## src/rtl/fp16_mul_round.sv

```systemverilog
// fp16_mul_round: normalize, round-to-nearest-even and pack an FP16 product over a 2-stage valid/ready pipeline
module fp16_mul_round #(
  parameter int N = 16
) (
  input  logic           clock,
  input  logic           reset,
  input  logic           in_valid,
  output logic           in_ready,
  input  logic           in_sign,
  input  logic [5:0]     in_exp_sum,
  input  logic [2*N-1:0] in_prod,
  input  logic           in_zero,
  input  logic           in_inf,
  input  logic           in_nan,
  output logic           out_valid,
  input  logic           out_ready,
  output logic [15:0]    out_result,
  output logic [2:0]     out_flags
);
  logic       r_s1_valid, r_sign, r_guard, r_sticky, r_zero, r_inf, r_nan;
  logic [9:0] r_mant;
  logic [7:0] r_exp;
  logic       w_s1_en, w_s2_en, w_hi, w_guard, w_sticky, w_up, w_ovf, w_unf, w_unused;
  logic [9:0] w_mant;
  logic [7:0] w_exp, w_rexp;
  logic [10:0] w_msum;
  logic [15:0] w_res;
  logic [2:0]  w_flg;
  assign w_unused = ^in_prod[2*N-1:22];
  assign w_s2_en  = !out_valid || out_ready;
  assign w_s1_en  = !r_s1_valid || w_s2_en;
  assign in_ready = w_s1_en;
  assign w_hi     = in_prod[21];
  assign w_mant   = w_hi ? in_prod[20:11] : in_prod[19:10];
  assign w_guard  = w_hi ? in_prod[10] : in_prod[9];
  assign w_sticky = w_hi ? |in_prod[9:0] : |in_prod[8:0];
  assign w_exp    = {2'b00, in_exp_sum} - (w_hi ? 8'd14 : 8'd15);
  // A carry out of the mantissa leaves w_msum[9:0] at zero, which is the renormalized mantissa.
  assign w_up   = r_guard && (r_sticky || r_mant[0]);
  assign w_msum = {1'b0, r_mant} + {10'd0, w_up};
  assign w_rexp = r_exp + {7'd0, w_msum[10]};
  assign w_ovf  = $signed(w_rexp) >= 8'sd31;
  assign w_unf  = $signed(w_rexp) <= 8'sd0;
  always_comb begin
    w_res = (r_nan || (r_inf && r_zero)) ? 16'h7E00 :
            r_inf  ? {r_sign, 15'h7C00} :
            r_zero ? {r_sign, 15'h0000} :
            w_ovf  ? {r_sign, 15'h7C00} :
            w_unf  ? {r_sign, 15'h0000} :
                     {r_sign, w_rexp[4:0], w_msum[9:0]};
    w_flg = (r_nan || r_inf || r_zero) ? 3'b000 :
            w_ovf ? 3'b101 :
            w_unf ? 3'b011 :
                    {2'b00, r_guard || r_sticky};
  end
  always_ff @(posedge clock) begin
    if (reset) begin
      r_s1_valid <= 1'b0;
      out_valid  <= 1'b0;
      out_result <= 16'h0000;
      out_flags  <= 3'b000;
    end else begin
      if (w_s1_en) r_s1_valid <= in_valid;
      if (w_s2_en) out_valid <= r_s1_valid;
      if (w_s2_en && r_s1_valid) begin
        out_result <= w_res;
        out_flags  <= w_flg;
      end
    end
  end
  always_ff @(posedge clock) begin
    if (w_s1_en && in_valid) begin
      r_sign   <= in_sign;
      r_mant   <= w_mant;
      r_guard  <= w_guard;
      r_sticky <= w_sticky;
      r_exp    <= w_exp;
      r_zero   <= in_zero;
      r_inf    <= in_inf;
      r_nan    <= in_nan;
    end
  end
endmodule

```

## config.mk

```make
export PLATFORM = sky130hd
export DESIGN_NAME = fp16_mul_round
export DESIGN_NICKNAME = d
export VERILOG_FILES = /design/src/rtl/fp16_mul_round.sv
export SDC_FILE = /design/constraint.sdc
export NUM_CORES = 1
export LEC_CHECK = 0
export CORE_MARGIN = 2
export CORE_UTILIZATION = 48
export DETAILED_ROUTE_END_ITERATION = 8
export PLACE_DENSITY = 0.81
export SETUP_SLACK_MARGIN = 0.4
export SKIP_LAST_GASP = 1
export SYNTH_ARGS = -nofsm -noshare
export SYNTH_HDL_FRONTEND = slang
export SYNTH_SLANG_ARGS = --single-unit
```

## constraint.sdc

```tcl
create_clock -name clock -period 5.6 [get_ports clock]
set_clock_uncertainty 0.2 [all_clocks]
set_input_delay 0.84 -clock clock [delete_from_list [all_inputs] [get_ports clock]]
set_output_delay 0.84 -clock clock [all_outputs]
set_load 0.01 [all_outputs]
```

==> impl_metrics.csv <==
group,metric,value,unit
die,pin_count,67,
place,dp.cells,307,
detailed_routing,drtIter0Drc,82,
layout,fin_area,2950,µm²
critical_path,cp-end-kind,"flip-flop",
layout,fin_nets,315,
logic_synthesis,netlist_instances,206,
place,dp_slack,2080,ps
logic_synthesis,seq_area_frac_synth,49.5,%
critical_path,crit_path_frequent_cell,"ha_1",
detailed_routing,drt_pass1_iterations,4,
die,start_util,50.8,%
detailed_routing,vias,1667,
sta,fin_tns_setup,0,ps
die,fp.dieW,72.4,µm
clocking,cts_buffers,5,
sta,finalSetupViolCount,0,
logic_synthesis,async_reset_ff_share,0,%
clocking,cts_resized,0,
die,core.rowCount,24,
logic_synthesis,avgSynthCellArea,10.9,µm²
layout,drive_gt1_share,12.9,%
place,gp_congestion,0.824,
detailed_routing,route.detailed.drc,0,
clocking,cts_root_buf,"clkbuf_8",
global_routing,grt_usage,17.0,%
global_routing,grt_pass1_vias,1605,
power,max-vdd-ir-drop,104,µV
job,drv_cap,0,
clocking,path_clk_slew,80,ps
logic_synthesis,synth.distinct_cells,47,
power,p_per_area,238,nW/µm²
detailed_routing,via_per_inst,5.29,
die,fp.coreArea,4410,µm²
layout,antenna_cells,0,
clocking,cts_max_level,2,
critical_path,crit_required,5580,ps
logic_synthesis,syn_nets,259,
clocking,cts_setup_buffers,0,
detailed_routing,wire_per_inst,12.9,µm
critical_path,slowest_stage,"edfxtp_1",
layout,syn2layout_area_growth,31.4,%
sta,slew_headroom,37.8,%
hold_path,min-delay-path-class,"reg2reg",
logic_synthesis,yosysWarnings,0,
sta,grt_setup_unrepaired,"false",
critical_path,cp.arrival,3510,ps
sta,finalCriticalPeriod,3530,ps
sta,fin_crit_sh,63.0,%
logic_synthesis,syn_area,2240,µm²
place,numPortBuffers,56,
critical_path,path_buf_inv,0,
sta,maxSlewViolCount,0,
critical_path,cpLargestDelayFamily,"adder cells",
power,p_leak,1.06,nW
run_status,status,"finished, final reports clean",
detailed_routing,wl,4060,µm
critical_path,crit_chain,"o21a_1 -> ha_1 -> ha_1 -> and3_1 -> and3_1 -> ha_1 -> ha_1 -> xnor2_1 -> o2bb2ai_1 -> o21a_1 -> or3_4 -> o221a_1",
critical_path,crit_path_max_fanout,8,
clocking,cts_tree,"yes",
die,die_area,5240,µm²
place,place_area,2830,µm²
global_routing,grt_max_degree,24,
die,die_y,72.4,µm
logic_synthesis,synth_edf_count,23,
global_routing,antenna_found_initial,0,
clocking,insertion_delay,290,ps
sta,tightestPinTransition,934,ps
layout,final_cells,315,
critical_path,slowest_delay,420,ps
clocking,clock_path_buffers,2,
place,hpwlAfterDp,3230,µm
sta,hold_viol_final,0,
critical_path,crit_type,"reg2reg",
detailed_routing,drt.antenna.violating_nets,0,
critical_path,start_kind,"flip-flop",
clocking,clock_sinks,44,
global_routing,overflow,0,
logic_synthesis,ys_seq_elements,44,
logic_synthesis,ys.flop_type,"edfxtp_1",
sta,fin_ws,2070,ps
global_routing,grt_pass1_wl,6960,µm
clocking,ctsHoldBuffers,0,
sta,max_freq,283,MHz
[through the flow]
step	hold slack [ps]	power (W)	util [%]
floorplan	259	0.000430	-
global placement	230	0.000474	64.1
detailed placement	236	0.000477	64.1
CTS	247	0.000708	66.8
global route	278	0.000736	66.8
finish	251	0.000703	66.8
[routing by layer]
layer / share of wire, % / vias to the layer above / track usage [%]
li1: - / 865 / -
met1: 48 / 747 / 22.5
met2: 45 / 49 / 26.7
met3: 5.6 / 6 / 4.03
met4: 1.7 / 0 / 6.92
met5: 0 / - / 0
[final timing paths]
kind / start / end / slack, ps / cells after the start
min reg2reg: out_flags[1]$_SDFFE_PP0P_ / out_flags[1]$_SDFFE_PP0P_ / 250 / 2
max reg2reg: r_sticky$_DFFE_PP_ / out_result[10]$_SDFFE_PP0P_ / 2070 / 12
min: out_flags[1]$_SDFFE_PP0P_ / out_flags[1]$_SDFFE_PP0P_ / 250 / 2
max: r_sticky$_DFFE_PP_ / out_result[10]$_SDFFE_PP0P_ / 2070 / 12
[synthesized netlist by cell type, types with 2 or more instances]
cell / number / area share (%)
a21oi_1: 3 / 0.67
nor4_1: 2 / 0.56
xor2_1: 10 / 3.9
edfxtp_1: 23 / 31
o221a_1: 5 / 2.5
and2_1: 2 / 0.56
o21ai_1: 3 / 0.67
nor2b_1: 4 / 1.1
o21ai_2: 9 / 3.5
nand3_1: 12 / 2.7
buf_2: 3 / 0.67
nand2_1: 19 / 3.2
nor3_1: 4 / 0.89
o31a_1: 2 / 0.78
xnor2_1: 6 / 2.3
mux2_2: 11 / 5.5
nor2_1: 15 / 2.5
a31o_1: 2 / 0.78
a211oi_1: 2 / 0.67
nor3_2: 3 / 1.3
clkbuf_1: 2 / 0.33
and3_1: 6 / 1.7
inv_1: 7 / 1.2
dfxtp_1: 21 / 19
ha_1: 7 / 3.9
o21a_1: 2 / 0.67
[flip-flops by register name, indices dropped and copies added (netlist names)]
signal / flops
out_result: 16
out_flags: 3
r_guard: 1
r_s1_valid: 1
r_sign: 1
out_valid: 1
r_nan: 1
r_mant: 10
r_inf: 1
r_exp: 7
r_zero: 1
r_sticky: 1
[worst register-to-register path, delay by kind of cell, from the launching register on]
family	cells	cell delay, ps
adders and majority gates	4	910
AOI/OAI and AO/OA	4	800
and+or+nand+nor	3	800
DFF	1	420
xor gates and xnor gates	1	280
[cell type report]
class	instances	area, µm²
Tap cell	52	65.1
Clock inverter	1	8.76
Multi-Input combinational cell	148	1070
Timing Repair Buffer	56	561
Sequential cell	44	1110
Clock buffer	7	108
Inverter	7	26.3
Fill cell	368	1470
[cell families (layout without fill, tap and decap cells)]
group,after synthesis,in the layout,synth area share (%)
XOR/XNOR,16,16,6.25
AND/OR/NAND/NOR,76,76,18.1
adder cells (fa/ha/maj),7,7,3.90
flip-flops,44,44,49.5
multiplexers,11,11,5.52
buffers and inverters,14,71,2.84
AO/OA/AOI/OAI,38,38,13.8
[where the power goes]
part | internal [W] | switching, W
clock network | 0.000128 | 0.000105
registers | 0.000359 | 0.0000155
logic | 0.0000551 | 0.0000402
[layout by cell type, fill, tap and decap left out, drive strengths merged, types with 10 or more instances in the layout]
cell type	count
nand2	19
xor2	10
nand3	13
o21ai	13
mux2	11
nor2	15
edfxtp	23
dfxtp	21
clkdlybuf4s50	56
(Power assumes the default switching activity.)
